File: src/rtl/light_status_display.sv
// ---------------------------------------------------------------------------
// light_status_display
// Consumer of the traffic-light state controller. On every 1 Hz edge it
// samples the countdown and the three lamp signals, then:
//   - drives a countdown digit and a phase-letter digit (G/Y/r), active-low;
//   - counts completed G->Y->R cycles in two BCD digits (wraps 99 -> 00);
//   - runs a sticky sequence monitor for illegal lamp patterns, dropouts
//     and out-of-order phases (first fault code since the last clear wins).
//
// Ports
//   iClk1Hz     in   1   1 Hz clock, posedge
//   iRst_n      in   1   asynchronous active-low reset
//   iCounter    in   4   countdown value from the controller
//   iGreen      in   1   green lamp
//   iYellow     in   1   yellow lamp
//   iRed        in   1   red lamp
//   iClrFault   in   1   synchronous clear of fault flag/code
//   oSegCnt     out  7   countdown digit, active-low {g,f,e,d,c,b,a}
//   oSegPhase   out  7   phase letter digit, active-low {g,f,e,d,c,b,a}
//   oCycOnes    out  4   BCD ones of completed cycles
//   oCycTens    out  4   BCD tens of completed cycles
//   oFault      out  1   sticky fault flag
//   oFaultCode  out  2   1 = illegal lamps, 2 = dropout, 3 = out of order
//
// Optional build macro: YELLOW_BLINK_EN
//   When defined, the countdown digit blanks on every second edge while the
//   yellow phase is sampled, so it flashes at 0.5 Hz.
// ---------------------------------------------------------------------------
module light_status_display #(
   parameter logic [6:0] SEG_BLANK    = 7'h7F,
   parameter logic [3:0] CYC_MAX_TENS = 4'd9
) (
   input  logic       iClk1Hz,
   input  logic       iRst_n,
   input  logic [3:0] iCounter,
   input  logic       iGreen,
   input  logic       iYellow,
   input  logic       iRed,
   input  logic       iClrFault,
   output logic [6:0] oSegCnt,
   output logic [6:0] oSegPhase,
   output logic [3:0] oCycOnes,
   output logic [3:0] oCycTens,
   output logic       oFault,
   output logic [1:0] oFaultCode
);

   localparam logic [1:0] FC_ILLEGAL = 2'd1;
   localparam logic [1:0] FC_DROPOUT = 2'd2;
   localparam logic [1:0] FC_ORDER   = 2'd3;

   localparam logic [6:0] LET_G = 7'h42;
   localparam logic [6:0] LET_Y = 7'h11;
   localparam logic [6:0] LET_R = 7'h2F;

   typedef enum logic [1:0] {S_IDLE, S_G, S_Y, S_R} state_t;
   typedef enum logic [2:0] {PH_NONE, PH_G, PH_Y, PH_R, PH_ILLEGAL} phase_t;

   state_t     state;
   state_t     stateNext;
   phase_t     phase;
   state_t     phaseState;
   state_t     succState;
   logic       faultDet;
   logic [1:0] faultCodeDet;
   logic       cycInc;

   logic [6:0] digitCode;
   logic [6:0] segCntNext;
   logic [6:0] segPhaseNext;
   logic [3:0] cycOnesNext;
   logic [3:0] cycTensNext;
   logic       faultNext;
   logic [1:0] faultCodeNext;

`ifdef YELLOW_BLINK_EN
   logic       blinkToggle;
   logic       blinkToggleNext;
`endif

   // Lamp decode: exactly one lamp names a phase, none or several do not.
   always_comb begin
      phase = PH_NONE;
      case ({iGreen, iYellow, iRed})
         3'b000:  phase = PH_NONE;
         3'b100:  phase = PH_G;
         3'b010:  phase = PH_Y;
         3'b001:  phase = PH_R;
         default: phase = PH_ILLEGAL;
      endcase
   end

   // Monitor state that the sampled phase corresponds to, and the legal successor of the current state.
   always_comb begin
      phaseState = S_IDLE;
      case (phase)
         PH_G:    phaseState = S_G;
         PH_Y:    phaseState = S_Y;
         PH_R:    phaseState = S_R;
         default: phaseState = S_IDLE;
      endcase
      succState = S_IDLE;
      case (state)
         S_G:     succState = S_Y;
         S_Y:     succState = S_R;
         S_R:     succState = S_G;
         default: succState = S_IDLE;
      endcase
   end

   // Monitor state register.
   always_ff @(posedge iClk1Hz or negedge iRst_n) begin
      if (!iRst_n) begin
         state <= S_IDLE;
      end else begin
         state <= stateNext;
      end
   end

   // Monitor next state plus fault and cycle-completion detection.
   always_comb begin
      stateNext    = state;
      faultDet     = 1'b0;
      faultCodeDet = 2'd0;
      cycInc       = 1'b0;
      case (phase)
         PH_NONE: begin
            if (state != S_IDLE) begin
               faultDet     = 1'b1;
               faultCodeDet = FC_DROPOUT;
            end
         end
         PH_ILLEGAL: begin
            faultDet     = 1'b1;
            faultCodeDet = FC_ILLEGAL;
         end
         default: begin
            if (state == S_IDLE || phaseState == state) begin
               stateNext = phaseState;
            end else if (phaseState == succState) begin
               stateNext = phaseState;
               cycInc    = (state == S_R);
            end else begin
               // Resync to what the controller is actually showing.
               stateNext    = phaseState;
               faultDet     = 1'b1;
               faultCodeDet = FC_ORDER;
            end
         end
      endcase
   end

   // Countdown value to active-low seven-segment code; out-of-range shows 'E'.
   always_comb begin
      digitCode = 7'h06;
      case (iCounter)
         4'd0:    digitCode = 7'h40;
         4'd1:    digitCode = 7'h79;
         4'd2:    digitCode = 7'h24;
         4'd3:    digitCode = 7'h30;
         4'd4:    digitCode = 7'h19;
         4'd5:    digitCode = 7'h12;
         4'd6:    digitCode = 7'h02;
         4'd7:    digitCode = 7'h78;
         4'd8:    digitCode = 7'h00;
         4'd9:    digitCode = 7'h10;
         default: digitCode = 7'h06;
      endcase
   end

   // Next values of all registered outputs.
   always_comb begin
      segCntNext    = SEG_BLANK;
      segPhaseNext  = SEG_BLANK;
      cycOnesNext   = oCycOnes;
      cycTensNext   = oCycTens;
      faultNext     = oFault;
      faultCodeNext = oFaultCode;
`ifdef YELLOW_BLINK_EN
      blinkToggleNext = 1'b0;
`endif

      case (phase)
         PH_G: begin
            segCntNext   = digitCode;
            segPhaseNext = LET_G;
         end
         PH_Y: begin
            segCntNext   = digitCode;
            segPhaseNext = LET_Y;
`ifdef YELLOW_BLINK_EN
            // Blank on alternate edges; the first yellow edge always shows the digit.
            if (blinkToggle) begin
               segCntNext = SEG_BLANK;
            end
            blinkToggleNext = ~blinkToggle;
`endif
         end
         PH_R: begin
            segCntNext   = digitCode;
            segPhaseNext = LET_R;
         end
         default: begin
            segCntNext   = SEG_BLANK;
            segPhaseNext = SEG_BLANK;
         end
      endcase

      // BCD cycle count, wrapping at CYC_MAX_TENS:9.
      if (cycInc) begin
         if (oCycOnes == 4'd9) begin
            cycOnesNext = 4'd0;
            if (oCycTens == CYC_MAX_TENS) begin
               cycTensNext = 4'd0;
            end else begin
               cycTensNext = oCycTens + 4'd1;
            end
         end else begin
            cycOnesNext = oCycOnes + 4'd1;
         end
      end

      // A fault on the clear edge beats the clear; otherwise first fault wins.
      if (faultDet) begin
         faultNext = 1'b1;
         if (!oFault || iClrFault) begin
            faultCodeNext = faultCodeDet;
         end
      end else if (iClrFault) begin
         faultNext     = 1'b0;
         faultCodeNext = 2'd0;
      end
   end

   // Output registers.
   always_ff @(posedge iClk1Hz or negedge iRst_n) begin
      if (!iRst_n) begin
         oSegCnt    <= SEG_BLANK;
         oSegPhase  <= SEG_BLANK;
         oCycOnes   <= 4'd0;
         oCycTens   <= 4'd0;
         oFault     <= 1'b0;
         oFaultCode <= 2'd0;
      end else begin
         oSegCnt    <= segCntNext;
         oSegPhase  <= segPhaseNext;
         oCycOnes   <= cycOnesNext;
         oCycTens   <= cycTensNext;
         oFault     <= faultNext;
         oFaultCode <= faultCodeNext;
      end
   end

`ifdef YELLOW_BLINK_EN
   // Yellow flash phase bit.
   always_ff @(posedge iClk1Hz or negedge iRst_n) begin
      if (!iRst_n) begin
         blinkToggle <= 1'b0;
      end else begin
         blinkToggle <= blinkToggleNext;
      end
   end
`endif

endmodule
File: config.mk
export PLATFORM = sky130hd
export DESIGN_NAME = light_status_display
export DESIGN_NICKNAME = d
export VERILOG_FILES = /design/src/rtl/light_status_display.sv
export SDC_FILE = /design/constraint.sdc
export NUM_CORES = 1
export LEC_CHECK = 0
export CORE_ASPECT_RATIO = 0.5
export CORE_MARGIN = 2
export CORE_UTILIZATION = 50
export DETAILED_ROUTE_END_ITERATION = 10
export PLACE_DENSITY = 0.78
export SETUP_SLACK_MARGIN = 0.15
export SLEW_MARGIN = 20
export SYNTH_ARGS = -nofsm -noshare
export SYNTH_HDL_FRONTEND = slang
export SYNTH_SLANG_ARGS = --single-unit
File: constraint.sdc
create_clock -name iClk1Hz -period 5 [get_ports iClk1Hz]
set_input_delay 0.5 -clock iClk1Hz [delete_from_list [all_inputs] [get_ports iClk1Hz]]
set_output_delay 0.5 -clock iClk1Hz [all_outputs]
set_load 0.01 [all_outputs]
# [After elaboration in Yosys (flattened, before gate mapping)]
# Memory sizes are Yosys's and may differ from the RTL's.
# Cells that the tools add are included.
[classes] div_mod_pow=0 mul=0 n_lt_le_gt_ge=0 n_mux=23 addsub=2 shift=0 reduce_logical=12 n_eq_ne=15 n_bitwise=0
[ops] cell="$pmux 7 s3" n=1
[ops] cell="$mux 2" n=6
[ops] cell="$pmux 2 s3" n=2
[ops] cell="$pmux 3 s4" n=1
[ops] cell="$eq 3x2->1 const B" n=3
[ops] cell="$add 4x1->4 const B" n=2
[ops] cell="$eq 4x4->1 const B" n=2
[ops] cell="$mux 1" n=8
[ops] cell="$mux 4" n=2
[ops] cell="$mux 7" n=1
[ops] cell="$eq 3x1->1 const B" n=2
[ops] cell="$eq 3x3->1 const B" n=2
[ops] cell="$logic_not 3->1" n=2
[ops] cell="$eq 2x2->1" n=2
[ops] cell="$eq 2x2->1 const B" n=2
[ops] cell="$pmux 2 s2" n=1
[ops] cell="$reduce_and 2->1" n=2
[ops] cell="$reduce_bool 2->1" n=2
[ops] cell="$reduce_or 3->1" n=1
[ops] cell="$eq 2x1->1 const B" n=1
[ops] cell="$logic_not 2->1" n=1
[ops] cell="$logic_or 1x1->1" n=2
[ops] cell="$ne 2x1->1 const B" n=1
[ops] cell="$pmux 1 s2" n=1
[ops] cell="other kinds (2)" n=2
[totals] memories=1 ram_bits=0 latchBits=0 out_inout_bits=25 register_bits=27 mem_bits_ro=112 word_cells=60
[memory_table] memory="(no name shown)" words=16 width=7 rd=1 rd_ports_with_merged_regs=0 wr=0 line="156" rtl="case (iCounter)"

# [Depth between registers and ports, before layout]
# Gate-level depths: netlist (run 1).
[logic_depth] ltp_word=10 depth_mapped=8 mapped_depth_nobuf=7

# [Worst setup path after synthesis (run 1)]
# No wires, ideal clock.
[synth_path] path_kind="register to register" startpoint="register state[0]" endpoint="register oCycTens[3]" arrival_ns=2.130 setup_ns=0.126 path_buffers=0 stages_incl_launch_ff=8 slack_ns=2.744 period_less_slack_ns=2.256 t_required_ns=4.874 cell_sequence="dfrtp_1 > inv_1 > ha_1 > or3_1 > a2111oi_2 > o311ai_1 > a211o_1 > a221o_1"
[synth_between] elab_chain_len=7 word_cells_on_any_way=12 cone_classes="eq/ne: 5; mux: 4; reduce/logical: 3"
[synth_rtl] item="start: declaration" line="59" rtl="state_t state;"
[synth_rtl] item="start signal: assignment" line="116" rtl="state <= stateNext;"
[synth_rtl] item="$eq 2x2->1, or another cell as far along" line="103, 142"
[synth_rtl] item="$pmux 2 s3" line="103" rtl="case (state)"
[synth_rtl] item="$eq 2x2->1" line="140" rtl="end else if (phaseState == succState) begin"
[synth_rtl] item="$mux 1" line="140"
[synth_rtl] item="$mux 1 *" line="138" rtl="if (state == S_IDLE || phaseState == state) begin"
[synth_rtl] item="$mux 1 *" line="126" rtl="case (phase)"
[synth_rtl] item="$reduce_and 2->1 (no line) *"
[synth_rtl] item="end signal: assignment" line="248" rtl="oCycTens <= cycTensNext;"
[synth_rtl] item="end: declaration" line="43" rtl="output logic [3:0] oCycTens,"
# Mark *: on every way between the ends. The rest lies on a longest branch, timed or not.
# A chain may end at the register's enable or synchronous reset.

# [Worst setup path after layout (run 1)]
[layout_path] startpoint="input iYellow" endpoint="register oCycOnes[3]"
[layout_between] elab_chain_len=8 word_cells_on_any_way=18 cone_classes="eq/ne: 9; mux: 5; reduce/logical: 4"
[layout_rtl] item="start: declaration" line="37" rtl="input logic iYellow,"
[layout_rtl] item="$eq 3x1->1, or another cell as far along" line="84" rtl="case ({iGreen, iYellow, iRed})"
[layout_rtl] item="$pmux 3 s4 *" line="84"
[layout_rtl] item="$eq 3x2->1 / $eq 3x1->1 (equally long branches)" line="96" rtl="case (phase)"
[layout_rtl] item="$pmux 2 s3" line="96"
[layout_rtl] item="$eq 2x2->1 (on tied branches)" line="140, 138"
[layout_rtl] item="$mux 1 / $logic_or 1x1->1 (equally long branches)" line="140, 138"
[layout_rtl] item="$mux 1" line="138"
[layout_rtl] item="$mux 1 *" line="126"
[layout_rtl] item="end signal: assignment" line="247" rtl="oCycOnes <= cycOnesNext;"
[layout_rtl] item="end: declaration" line="42" rtl="output logic [3:0] oCycOnes,"
# Marks and branches as above.

==> results of run 1 <==
## registers in the layout (all words and copies together) (netlist names)
signal      count
oCycOnes        4
oCycTens        4
oFault          1
oFaultCode      2
oSegCnt         7
oSegPhase       5
state           2
## stage by stage
step	cells	hold WS (ps)	utilization [%]
floorplan	140	204	-
global placement	204	507	66.4
detailed placement	204	510	66.4
CTS	208	521	68.1
global route	208	233	68.0
finish	208	204	68.0
## logic make-up (layout without fill, tap and decap cells)
logic type | count (synthesis) | in the layout | share of synthesized area (%)
adder cells (fa/ha/maj) | 8 | 8 | 7.02
AND/OR/NAND/NOR | 47 | 47 | 19.3
AO/OA/AOI/OAI | 33 | 33 | 16.4
flip-flops | 25 | 25 | 45.0
buffers and inverters | 18 | 49 | 6.50
XOR/XNOR | 7 | 7 | 4.30
multiplexers | 2 | 2 | 1.49
## Yosys cell counts, types with 2 or more instances
cell type / n
a221oi_1: 2
nor4_1: 2
o22ai_1: 2
or2_2: 2
nor2_1: 7
dfstp_2: 12
buf_6: 2
nand2_1: 9
nand2b_1: 4
xnor2_1: 2
or3_1: 2
a21boi_0: 2
a21oi_1: 5
buf_2: 2
buf_4: 2
nor2b_1: 6
xor2_1: 5
nor3_1: 3
dfrtp_1: 13
nor3b_1: 3
inv_1: 11
ha_1: 8
a211o_1: 2
o21ai_0: 9
## worst paths after layout
kind / endpoint / slack [ps] / cells after the start
setup / recovery: oCycOnes[3] / 2300 / 6
hold / removal: oCycOnes[3] / 200 / 1
setup reg to reg: oCycOnes[3] / 2510 / 7
hold reg to reg: oCycTens[0] / 510 / 1
max in group asynchronous: oSegPhase[4] / 4430 / 1
min in group iClk1Hz: oCycTens[0] / 510 / 1
## layout make-up
| cell class | count | share of cell area [%] |
|---|---|---|
| multi-input cells | 97 | 38.4 |
| inverters | 11 | 2.29 |
| repair buffers | 34 | 18.6 |
| well taps | 37 | 2.57 |
| flip-flops and latches | 25 | 35.6 |
| clock inverters | 1 | 0.278 |
| clock buffers | 3 | 2.29 |
## worst max-delay path: stages
cell and delay (ps):
clkdlybuf4s50_1 710, or3b_1 450, a221oi_1 390, nor3_1 220, o41a_1 350, a211o_1 230
## layer usage
metal / wire [µm] / share of wire, % / global-route usage (%) / vias to the layer above
met3: 108 / 4.1 / 4.78 / 4
met5: 0 / 0 / 0 / -
met2: 1230 / 47 / 27.4 / 28
met4: 40 / 1.5 / 6.55 / 0
met1: 1260 / 48 / 22.2 / 514
li1: - / - / - / 550
## power groups by stage
stage | Combinational (mW) | Sequential, mW | Clock [mW]
after CTS | 0.203 | 0.268 | 0.121
after detailed placement | 0.202 | 0.271 | 0
after global routing | 0.219 | 0.272 | 0.130
final | 0.201 | 0.267 | 0.116
after floorplan | 0.102 | 0.279 | 0
after global placement | 0.197 | 0.269 | 0
==> impl_metrics.yaml, run 1 <==
run_status:
  status: "complete, no violations"
floorplanning:
  die_h_um: 41.8
  start_util_pct: 53.8
  die_area_um2: 3320
  io_pins: 35
  dieWidth_um: 79.5
  fp.coreArea_um2: 2650
  rows: 13
power_and_ir_drop:
  power_density_nw_per_um2: 324
  pwr-share-seq_pct: 45.7
  net-switching-power_mw: 0.185
  clkPwrFrac_pct: 19.9
  sw_frac_of_total_pct: 31.8
  p_leak_nw: 0.764
  ir_worst_vdd_mv: 0.173
  p_int_mw: 0.398
  p_comb_share_pct: 34.4
  power_mw: 0.584
clock_tree:
  clk_pin_slew_ps: 80
  htree_levels: 1
  postCtsSetupBuffers: 0
  cts_tree: "built"
  clkLatencyLatePin_ps: 270
  clock_sinks: 25
  cts_buffers: 3
  ctsResizeCount: 0
  cts_root_buf: "clkbuf_8"
  cts_hold_buffers: 0
  clockBufferDepth: 2
global_routing:
  grt_pass1_wl_um: 4420
  grt_overflow_total: 0
  grt_max_degree: 26
  grt_pass1_vias: 1004
  antenna_found_initial: 0
  grtUsageTotal_pct: 17.1
setup_path:
  worstReg2RegStart: "state[0]"
  path_class: "input pin to register"
  crit_path_end_kind: "register"
  crit_path_max_fanout: 11
  critical_path_arrival_ps: 2860
  crit_required_ps: 5160
  crit_start: "iYellow"
  startpoint_type: "input pin"
place:
  port_buffers: 34
  dp_hpwl_um: 2030
  place_area_um2: 1760
  gp_congestion: 0.786
  place_ws_ps: 2040
final_layout:
  area_growth_pct: 26.4
  fin_nets: 190
  final_cell_mix: "33 x clkdlybuf4s50_1, 13 x dfrtp_1, 12 x dfstp_2, 11 x inv_1"
  n_fill_cell: 206
  antenna_cells: 0
  finish.instance_area_um2: 1800
  drive_gt1_share_pct: 12.9
  seqCellArea_um2: 641
  multi_input_area_um2: 692
  layout_commonest_cell: "clkdlybuf4s50_1"
sta:
  relSlewSlack_pct: 44.2
  tightest_slew_ps: 830
  worst_slack_ps: 2300
  fin_tns_setup_ps: 0
  finalSetupViolCount: 0
  rsz0062_at_grt: "no"
  min_period_ps: 2700
  slew_viol_final: 0
  clock_skew_ps: 3.61
  hold_viol: 0
  fmax_mhz: 370
  period_share_pct: 54.0
logic_synthesis:
  syn_area_um2: 1430
  ys.flop_type: "dfrtp_1"
  synth_cells: 140
  synth_top_cell_area_share_pct: 22.8
  ys.warnings.count: 0
  synth_top_area_cell: "dfrtp_1"
  synth-edff-count: 0
  ys_top_cells_by_area: "dfrtp_1 23%, dfstp_2 22%, ha_1 7.0%"
  synth-seq-area-share_pct: 45.0
  syn_area_per_cell_um2: 10.2
  async_flop_share_pct: 100
  ys_seq_elements: 25
  ys_types: 47
  synthesis.nets: 158
drt:
  postRouteAntennaNets: 0
  wl_um: 2640
  vias: 1096
  viasPerCell: 5.27
  drc: 0
  drtIter0Drc: 56
  dr.pass1.iters: 4
  wire_per_inst_um: 12.7
worst_hold_path:
  min_path_type: "input pin to async pin"
job:
  cap_violations: 0
No activity file was read; power rests on OpenSTA's default activity.
==> inputs of run 2 (changes only) <==
- CORE_UTILIZATION: 50 -> 49
- PLACE_DENSITY: 0.78 -> 0.76
- clock period: 5 -> 2.51 ns (I/O delays scaled with it)
==> run 2 against run 1 <==
Net effect: first-iteration DRC count fell by 46%; register-to-register slack got worse by 2400 ps; combinational power up 140%; via count is 10% higher; design area is 12% higher; power increased by 120%; utilization grew 7.0 points; clock skew about the same.
==> impl_metrics.yaml, run 2 (synthesized netlist as in run 1, its figures left out) <==
floorplanning:
  rows: 13
  dieWidth_um: 80.3
  start_util_pct: 53.1
  die_area_um2: 3380
  io_pins: 35
  die_h_um: 42.1
  fp.coreArea_um2: 2680
power_and_ir_drop:
  clkPwrFrac_pct: 19.1
  net-switching-power_mw: 0.429
  ir_worst_vdd_mv: 0.264
  p_leak_nw: 0.837
  sw_frac_of_total_pct: 33.8
  p_comb_share_pct: 38.5
  power_density_nw_per_um2: 632
  p_int_mw: 0.842
  pwr-share-seq_pct: 42.3
global_routing:
  grt_pass1_wl_um: 5050
  grt_max_degree: 18
  antenna_found_initial: 0
  grtUsageTotal_pct: 19.3
  grt_overflow_total: 0
  grt_pass1_vias: 1121
drt:
  maxUsedRoutingLayer: "met4"
  wire_per_inst_um: 14.3
  met1_length_um: 1340
  vias: 1208
  dr_wl_met2_um: 1630
  viasPerCell: 5.42
  postRouteAntennaNets: 0
  dr.pass1.iters: 4
  wl_um: 3180
  drtIter0Drc: 30
  drc: 0
  wl_met3_um: 169
setup_path:
  r2r_slack_ps: 150
  worstReg2RegStart: "state[1]"
  r2r_cells: 7
  crit_path_end_kind: "register"
  path_depth: 7
  crit_path_max_fanout: 6
  critPathSlowestCell: "dfrtp_2"
  path_buf_inv: 1
  crit_start: "state[1]"
  crit_family: "compound AO/OA/AOI/OAI gates"
  critical_path_arrival_ps: 2520
  cpPeakStageDelay_ps: 470
  crit_required_ps: 2670
  crit_chain: "ha_4 -> or3_4 -> a2111oi_4 -> buf_4 -> nor3_4 -> o41a_1 -> a211o_1"
  startpoint_type: "register"
  path_class: "register to register"
  critPathCapture: "oCycOnes[3]"
  reg2reg_to: "oCycOnes[3]"
final_layout:
  largest_reg_flops: 7
  regMostFlops: "oSegCnt"
  fin_nets: 205
  final_cell_mix: "34 x clkdlybuf4s50_1, 15 x buf_4, 12 x dfstp_2, 11 x dfrtp_1, 10 x inv_1"
  area_growth_pct: 41.1
  top_regs: "oSegCnt x7, oSegPhase x5"
  layout_commonest_cell: "clkdlybuf4s50_1"
  multi_input_area_um2: 779
  seqCellArea_um2: 643
  drive_gt1_share_pct: 26.3
  n_fill_cell: 189
  antenna_cells: 0
sta:
  hold_viol: 0
  min_period_ps: 2360
  fmax_mhz: 424
  slew_viol_final: 0
  tightest_slew_ps: 768
  period_share_pct: 93.9
  fin_tns_setup_ps: 0
  relSlewSlack_pct: 48.6
  rsz0062_at_grt: "yes"
  worst_slack_ps: 153
  finalSetupViolCount: 0
  hold_slack_ps: 423
  clock_skew_ps: 3.46
place:
  port_buffers: 34
  gp_congestion: 0.900
  place_ws_ps: 42.2
  dp_hpwl_um: 2250
clock_tree:
  clk_pin_slew_ps: 90
  clockBufferDepth: 2
  cts_buffers: 3
  clock_sinks: 25
  cts_root_buf: "clkbuf_8"
  cts_tree: "built"
  clkLatencyLatePin_ps: 270
  cts_hold_buffers: 0
  htree_levels: 1
worst_hold_path:
  min_path_type: "input pin to async pin"
job:
  cap_violations: 0
run_status:
  status: "complete, no violations"
[run 2: changes by cell type in the layout (fill, tap and decap cells not counted), moves of 2 or more]
cell      before  now
buf_4          0   15
ha_1           8    5
a221oi_1       2    0
a221oi_2       0    2
dfrtp_1       13   11
dfrtp_2        0    2
ha_4           0    2
[run 2: final cells by class]
type	instances	share of cell area, %
clock inverters	1	0.311
multi-input cells	97	38.8
well taps	37	2.30
inverters	11	2.05
clock buffers	3	2.05
repair buffers	49	22.5
flip-flops and latches	25	32.0
[run 2: power by group through the flow]
stage                     Combinational (mW)  Clock (mW)  Sequential (mW)
after floorplan                        0.204           0            0.557
after global placement                 0.416           0            0.535
after detailed placement               0.430           0            0.538
after CTS                              0.452       0.250            0.533
after global routing                   0.530       0.271            0.545
final                                  0.490       0.243            0.538
[run 2: worst min-delay path by stage]
stage                           start           to
after detailed placement  oCycTens[0]  oCycTens[0]
final                          iRst_n  oCycOnes[2]
after global routing           iRst_n  oCycOnes[2]
after CTS                      iRst_n  oCycOnes[2]
after global placement    oCycTens[0]  oCycTens[0]
after floorplan                iRst_n  oCycOnes[0]
[run 2: what timing repair did]
| action | CTS | global route |
|---|---|---|
| pin swaps | 1 | 6 |
| endpoints found under the setup margin | 7 | 7 |
| resized for setup | 4 | 13 |
| setup buffers | 1 | 2 |
| hold endpoints to repair | 0 | 0 |
[run 2: metrics by stage]
| stage | total power [mW] | cell area, µm² | cells | util [%] |
|---|---|---|---|---|
| 2_1_floorplan | 0.761 | 1430 | 140 | - |
| 3_3_place_gp | 0.951 | 1850 | 216 | 69.0 |
| 3_5_place_dp | 0.968 | 1850 | 216 | 69.0 |
| 4_1_cts | 1.23 | 1930 | 221 | 72.0 |
| 5_1_grt | 1.35 | 2010 | 223 | 74.9 |
| 6_report | 1.27 | 2010 | 223 | 74.9 |
[run 2: per-layer routing]
| layer | vias to the layer above | track usage, % |
|---|---|---|
| met1 | 582 | 22.8 |
| li1 | 585 | - |
| met5 | - | 0 |
| met3 | 8 | 4.96 |
| met4 | 0 | 5.76 |
| met2 | 33 | 34.8 |
==> inputs of run 3 (changes only) <==
==> constraint.sdc (replaced) <==
create_clock -name iClk1Hz -period 2.51 [get_ports iClk1Hz]
set_input_delay 0.3765 -clock iClk1Hz [delete_from_list [all_inputs] [get_ports iClk1Hz]]
set_output_delay 0.3765 -clock iClk1Hz [all_outputs]
set_load 0.01 [all_outputs]
==> run 3 against run 2 <==
Net effect: clock skew shrank 2.2 ps; die area did not move; combinational power shrank 4.9%; largest power group unchanged.
==> impl_metrics.yaml, run 3 (synthesized netlist as in run 1, its figures left out) <==
run_status:
  status: "complete, no violations"
drt:
  drtIter0Drc: 62
  viasPerCell: 5.24
  wire_per_inst_um: 13.2
  dr.pass1.iters: 4
  drc: 0
  wl_um: 2980
  vias: 1184
  postRouteAntennaNets: 0
global_routing:
  grt_pass1_wl_um: 4900
  grt_pass1_vias: 1080
  grt_max_degree: 26
  grtUsageTotal_pct: 18.8
  grt_overflow_total: 0
  antenna_found_initial: 0
setup_path:
  worstReg2RegStart: "state[0]"
  crit_start: "state[0]"
  critical_path_arrival_ps: 2410
  startpoint_type: "register"
  path_class: "register to register"
  r2r_slack_ps: 260
  crit_path_end_kind: "register"
  crit_path_max_fanout: 4
  crit_required_ps: 2670
place:
  place_ws_ps: -80.9
  gp_congestion: 0.880
  port_buffers: 34
  dp_cells: 221
  dp_hpwl_um: 2230
final_layout:
  n_fill_cell: 189
  largest_reg_flops: 7
  final_cells: 226
  area_growth_pct: 39.7
  top_regs: "oSegCnt x7, oSegPhase x5"
  regMostFlops: "oSegCnt"
  layout_commonest_cell: "clkdlybuf4s50_1"
  fin_nets: 208
  antenna_cells: 0
  drive_gt1_share_pct: 23.8
  final_cell_mix: "33 x clkdlybuf4s50_1, 18 x buf_4, 13 x dfrtp_1, 12 x dfstp_2, 11 x inv_1"
sta:
  relSlewSlack_pct: 74.7
  hold_viol: 0
  period_share_pct: 89.5
  fin_tns_setup_ps: 0
  min_period_ps: 2250
  rsz0062_at_grt: "no"
  fmax_mhz: 445
  slew_viol_final: 0
  worst_slack_ps: 263
  tightest_slew_ps: 376
  finalSetupViolCount: 0
  clock_skew_ps: 1.24
power_and_ir_drop:
  power_density_nw_per_um2: 623
  power_mw: 1.24
  ir_worst_vdd_mv: 0.293
  p_leak_nw: 0.858
clock_tree:
  cts_buffers: 3
  clk_pin_slew_ps: 90
  clock_sinks: 25
  clkLatencyLatePin_ps: 270
  cts_tree: "built"
  clockBufferDepth: 2
  cts_root_buf: "clkbuf_8"
  htree_levels: 1
floorplanning:
  dieWidth_um: 80.3
  die_area_um2: 3380
  rows: 13
  die_h_um: 42.1
  io_pins: 35
  fp.coreArea_um2: 2680
  start_util_pct: 53.1
worst_hold_path:
  min_path_type: "input pin to async pin"
job:
  cap_violations: 0
==> run 3: worst max-delay path, cell delays in order, from the launching register on <==
cell and delay (ps):
dfrtp_1 390, inv_1 80, ha_1 410, nor4bb_1 340
and2_1 230, o311ai_2 140, a211o_1 250, a221o_1 290
==> run 3: power by group <==
group,internal [mW],leakage (nW),switching (mW)
Sequential,0.474,0.283,0.0552
Clock,0.113,0.0260,0.131
Combinational,0.249,0.548,0.217
Total,0.837,0.858,0.404
==> run 3: worst paths after layout <==
path,end,depth (start not counted)
max,oCycTens[3],7
min,oCycOnes[1],2
max reg2reg,oCycTens[3],7
min reg2reg,oCycTens[0],1
max in group asynchronous,oSegPhase[1],2
min in group iClk1Hz,oCycTens[0],1
==> run 3: timing repair <==
action	4_1_cts	5_1_grt
hold buffers	0	0
gates resized for setup	1	7
setup endpoints to repair	6	8
pin swaps	0	2
setup buffers	1	0
==> run 3: area by class of cell <==
| cell class | instances | area, µm² | share of cell area, % |
|---|---|---|---|
| Multi-Input combinational cell | 97 | 737 | 37.0 |
| Sequential cell | 25 | 641 | 32.2 |
| Timing Repair Buffer | 52 | 478 | 24.0 |
| Tap cell | 37 | 46.3 | 2.33 |
| Clock buffer | 3 | 41.3 | 2.07 |
| Inverter | 11 | 41.3 | 2.07 |
| Clock inverter | 1 | 6.26 | 0.314 |
==> run 3: metrics by stage <==
step	cell area (µm²)	hold WS, ps	utilization, %
floorplan	1430	80.9	-
global placement	1890	499	70.3
detailed placement	1890	500	70.3
CTS	1960	463	72.9
global route	1990	477	74.2
finish	1990	457	74.2
==> run 3: per-layer routing <==
metal / GRT usage [%] / vias to the layer above / wire (µm)
met5: 0 / - / 0
met4: 6.44 / 0 / 22
met3: 5.82 / 4 / 108
met2: 32.3 / 26 / 1450
met1: 22.5 / 564 / 1390
li1: - / 590 / -
